[config.mk]
export PLATFORM = sky130hd
export DESIGN_NAME = gate_tt_sequencer
export DESIGN_NICKNAME = d
export VERILOG_FILES = /design/src/rtl/gate_tt_sequencer.sv
export SDC_FILE = /design/constraint.sdc
export NUM_CORES = 1
export LEC_CHECK = 0
export ABC_AREA = 1
export BUFFER_PORTS_ARGS = -buffer_cell sky130_fd_sc_hd__buf_2
export CAP_MARGIN = 20
export CORE_AREA = 2 2 39 41
export DETAILED_ROUTE_END_ITERATION = 16
export DIE_AREA = 0 0 41 43
export REMOVE_ABC_BUFFERS = 1
export SLEW_MARGIN = 20
export SYNTH_ARGS = -nofsm -noshare
export SYNTH_HDL_FRONTEND = slang
export SYNTH_SLANG_ARGS = --single-unit
export TNS_END_PERCENT = 30
[constraint.sdc]
create_clock -name clk -period 2.28 [get_ports clk]
set_input_delay 0.114 -clock clk [delete_from_list [all_inputs] [get_ports clk]]
set_output_delay 0.114 -clock clk [all_outputs]
set_load 0.01 [all_outputs]
[src/rtl/gate_tt_sequencer.sv]
// Truth-table sweep engine: drives each input vector to a gate, samples it after SETTLE cycles, compares with EXP_TT.
// Latency: SETTLE+1 cycles per vector; done pulses 2**N_IN*(SETTLE+1)+1 cycles after start. start ignored unless idle.
// Optional GATE_TT_STOP_ON_FAIL_EN: end the sweep at the first mismatching vector.
module gate_tt_sequencer #(
  parameter int                    N_IN   = 1,
  parameter int                    SETTLE = 1,
  parameter logic [(1<<N_IN)-1:0]  EXP_TT = 2'b01
) (
  input  logic                    clk,
  input  logic                    rst_n,
  input  logic                    start,
  output logic [N_IN-1:0]         gate_in,
  input  logic                    gate_out,
  output logic                    busy,
  output logic                    done,
  output logic                    pass,
  output logic [N_IN-1:0]         fail_idx,
  output logic [(1<<N_IN)-1:0]    tt
);

  localparam int NV = 1 << N_IN;
  localparam int CW = $clog2(SETTLE + 1);
  localparam logic [CW-1:0]   CNT_LAST = CW'(SETTLE - 1);
  localparam logic [N_IN-1:0] IDX_LAST = {N_IN{1'b1}};

  typedef enum logic [1:0] {
    S_IDLE,
    S_SETTLE,
    S_SAMPLE,
    S_DONE
  } state_t;

  state_t            state_q, state_d;
  logic [N_IN-1:0]   idx_q, idx_d;
  logic [CW-1:0]     cnt_q, cnt_d;
  logic              err_q, err_d;
  logic [N_IN-1:0]   gate_in_d;
  logic              busy_d, done_d, pass_d;
  logic [N_IN-1:0]   fail_idx_d;
  logic [NV-1:0]     tt_d;
  logic              mismatch;
  logic              stop_now;

  assign mismatch = (gate_out != EXP_TT[idx_q]);

`ifdef GATE_TT_STOP_ON_FAIL_EN
  assign stop_now = mismatch && !err_q;
`else
  assign stop_now = 1'b0;
`endif

  always_comb begin
    state_d    = state_q;
    idx_d      = idx_q;
    cnt_d      = cnt_q;
    err_d      = err_q;
    gate_in_d  = gate_in;
    busy_d     = busy;
    done_d     = 1'b0;
    pass_d     = pass;
    fail_idx_d = fail_idx;
    tt_d       = tt;
    case (state_q)
      S_IDLE: begin
        if (start) begin
          idx_d      = '0;
          gate_in_d  = '0;
          cnt_d      = '0;
          tt_d       = '0;
          err_d      = 1'b0;
          fail_idx_d = '0;
          pass_d     = 1'b0;
          busy_d     = 1'b1;
          state_d    = S_SETTLE;
        end
      end
      S_SETTLE: begin
        cnt_d = cnt_q + 1'b1;
        if (cnt_q == CNT_LAST) state_d = S_SAMPLE;
      end
      S_SAMPLE: begin
        tt_d[idx_q] = gate_out;
        if (mismatch && !err_q) begin
          err_d      = 1'b1;
          fail_idx_d = idx_q;
        end
        // gate_in is left on the last driven vector when the sweep ends
        if (idx_q == IDX_LAST || stop_now) begin
          state_d = S_DONE;
          done_d  = 1'b1;
          busy_d  = 1'b0;
          pass_d  = ~err_d;
        end else begin
          idx_d     = idx_q + 1'b1;
          gate_in_d = idx_q + 1'b1;
          cnt_d     = '0;
          state_d   = S_SETTLE;
        end
      end
      S_DONE: begin
        state_d = S_IDLE;
      end
      default: begin
        state_d = S_IDLE;
      end
    endcase
  end

  always_ff @(posedge clk) begin
    if (!rst_n) begin
      state_q  <= S_IDLE;
      idx_q    <= '0;
      cnt_q    <= '0;
      err_q    <= 1'b0;
      gate_in  <= '0;
      busy     <= 1'b0;
      done     <= 1'b0;
      pass     <= 1'b0;
      fail_idx <= '0;
      tt       <= '0;
    end else begin
      state_q  <= state_d;
      idx_q    <= idx_d;
      cnt_q    <= cnt_d;
      err_q    <= err_d;
      gate_in  <= gate_in_d;
      busy     <= busy_d;
      done     <= done_d;
      pass     <= pass_d;
      fail_idx <= fail_idx_d;
      tt       <= tt_d;
    end
  end

endmodule

==> flow_metrics.py <==
metrics = {
    "outcome": {
        "status": "finished clean",
    },
    "grt": {
        "antenna_found_initial": 0,
        "grt_pass1_vias": 380,
        "grt_start_max_net_pins": 8,
        "gr-total-overflow": 0,
        "grt_pass1_wl_um": 1500,
        "grtUsageTotal_pct": 12.6,
    },
    "power_and_ir_drop": {
        "ir_worst_vdd_mv": 0.482,
        "clkPwrFrac_pct": 37.1,
        "p_leak_uw": 0.000299,
        "internal_power_uw": 337,
        "combinationalPowerShare_pct": 11.8,
        "p_switching_uw": 111,
        "swShare_pct": 24.9,
        "seq_power_share_pct": 51.1,
        "powerDensity_nw_per_um2": 730,
        "power_uw": 448,
    },
    "routing": {
        "wl_um": 875,
        "first_iter_violations": 4,
        "ant_nets": 0,
        "vias": 444,
        "first_pass_iters": 4,
        "wl_per_cell_um": 9.02,
        "drc_errors": 0,
        "viasPerCell": 4.58,
    },
    "yosys": {
        "synth_area_leaders": "dfxtp_1 (47%), nand2_1 (13%), a21oi_1 (7.9%)",
        "ys_ff_latch": 12,
        "synth_top_area_share_pct": 47.3,
        "syn_area_um2": 508,
        "ys.flop_type": "dfxtp_1",
        "yosys_warnings": 0,
        "yosys.area.top_type": "dfxtp_1",
        "syn_inst": 67,
        "ys_seq_area_share_pct": 47.3,
        "synthDistinctLibCells": 13,
        "synth_edf_count": 0,
        "synthTopCellsByCount": "nand2_1 (17), dfxtp_1 (12), a21oi_1 (8), inv_1 (7), nor2_1 (7)",
        "yosysMostFrequentCell": "nand2_1",
        "synthArstFlopShare_pct": 0,
        "synth.avg_cell_area_um2": 7.58,
    },
    "placement": {
        "io_buffers": 10,
        "placed_area_um2": 578,
        "placed_cells": 93,
        "pre_cts_ws_ns": 1.04,
        "gp_congestion": 0.762,
        "hpwl_um": 715,
    },
    "timing": {
        "hold_viol_final": 0,
        "finalSetupViolCount": 0,
        "rsz0062_at_grt": "no",
        "max_freq_mhz": 809,
        "fin_setup_tns_ns": 0,
        "slew_headroom_pct": 78.9,
        "slew_violations": 0,
        "min_period_ns": 1.24,
        "fin_ws_ns": 1.04,
        "period_share_pct": 54.2,
        "fin_skew_ns": 0.00118,
        "worst_slew_pin_slew_ns": 0.317,
    },
    "floorplanning": {
        "dieArea_um2": 1760,
        "start_util_pct": 36.7,
        "io_pins": 11,
        "fp-row-count": 14,
        "dieHeight_um": 43,
        "die_x_um": 41,
        "coreArea_um2": 1380,
    },
    "clocking": {
        "cts_root_buffer": "clkbuf_4",
        "cts_made_buffers": 3,
        "htreeDepth": 1,
        "clock-sinks": 12,
        "clk_latency_ns": 0.27,
        "postCtsSetupBuffers": 0,
        "hold_buffers": 0,
        "ctsLongestPathBuffers": 2,
        "clkTransAtPathRegs_ns": 0.07,
        "cts_tree": "yes",
        "post_cts_resized": 0,
    },
    "critical_path": {
        "path_max_fanout": 5,
        "cp.arrival_ns": 1.40,
        "start_kind": "flop",
        "critPathRequiredTime_ns": 2.45,
        "crit_type": "reg2reg",
        "end_kind": "flop",
    },
    "worst_hold_path": {
        "hold_class": "in2reg",
    },
    "cells_and_area": {
        "syn_to_final_growth_pct": 20.9,
        "final_nets": 88,
        "layout-drive-gt1-share_pct": 27.2,
        "antenna_cells": 0,
        "final_area_um2": 614,
        "stdcell_count": 97,
    },
    "flow_run": {
        "drv_cap": 0,
    },
}
sequential cells by signal (all words and copies together), names as in the netlist:
| signal | flops |
|---|---|
| state_q | 2 |
| tt | 2 |
| busy | 1 |
| cnt_q | 1 |
| done | 1 |
| err_q | 1 |
| fail_idx | 1 |
| gate_in | 1 |
| idx_q | 1 |
| pass | 1 |
power by group through the flow:
stage          clock (uW)  sequential, uW  combinational (uW)
4_1_cts               172             229                53.7
5_1_grt               181             230                62.1
6_report              166             229                52.9
3_3_place_gp            0             234                53.7
3_5_place_dp            0             234                53.6
2_1_floorplan           0             235                36.5
per-layer routing:
metal  global-route usage, %  wire [um]
met5                       0          0
met4                    4.00         10
met3                    6.28         53
met2                    18.1        396
met1                    15.9        413
area by class of cell:
cell class	count	area [um2]
multi-input cells	46	234
flip-flops and latches	12	240
fillers	149	769
inverters	9	33.8
clock buffers	4	36.3
repair buffers	10	50.0
well taps	16	20.0
through the flow:
step / hold slack (ns) / util (%)
after floorplan: 0.235 / -
after global placement: 0.411 / 41.8
after detailed placement: 0.418 / 41.8
after CTS: 0.122 / 44.4
after global routing: 0.152 / 44.4
final: 0.132 / 44.4
worst paths after layout:
check,start,end,slack (ns),cells after the start
max reg2reg,idx_q,fail_idx,1.04,6
min,rst_n,fail_idx,0.13,3
max,idx_q,fail_idx,1.04,6
min reg2reg,gate_in,gate_in,0.44,2
worst max-delay path, stage by stage, from the launching register on:
cell,delay (ns)
dfxtp_1,0.41
inv_1,0.09
ha_1,0.31
nand2_1,0.07
nand2_1,0.06
a21oi_1,0.14
nor2_1,0.05
cell families (layout without fill, tap and decap cells):
family,Yosys count,in the layout,share of synthesized area (%)
AO/OA/AOI/OAI,9,9,9.61
adder cells (fa/ha/maj),2,2,4.93
buffers and inverters,9,23,6.65
flip-flops,12,12,47.3
AND/OR/NAND/NOR,35,35,31.5
placed cells by master (no fill, tap or decap), drive strengths merged:
cell    netlist  routed
nand2        19      19
dfxtp        12      12
buf           0      10
a21oi         9       9
inv           9       9
nor2          9       9
nand3         7       7
clkbuf        0       4
ha            2       2
(Power assumes the default switching activity.)
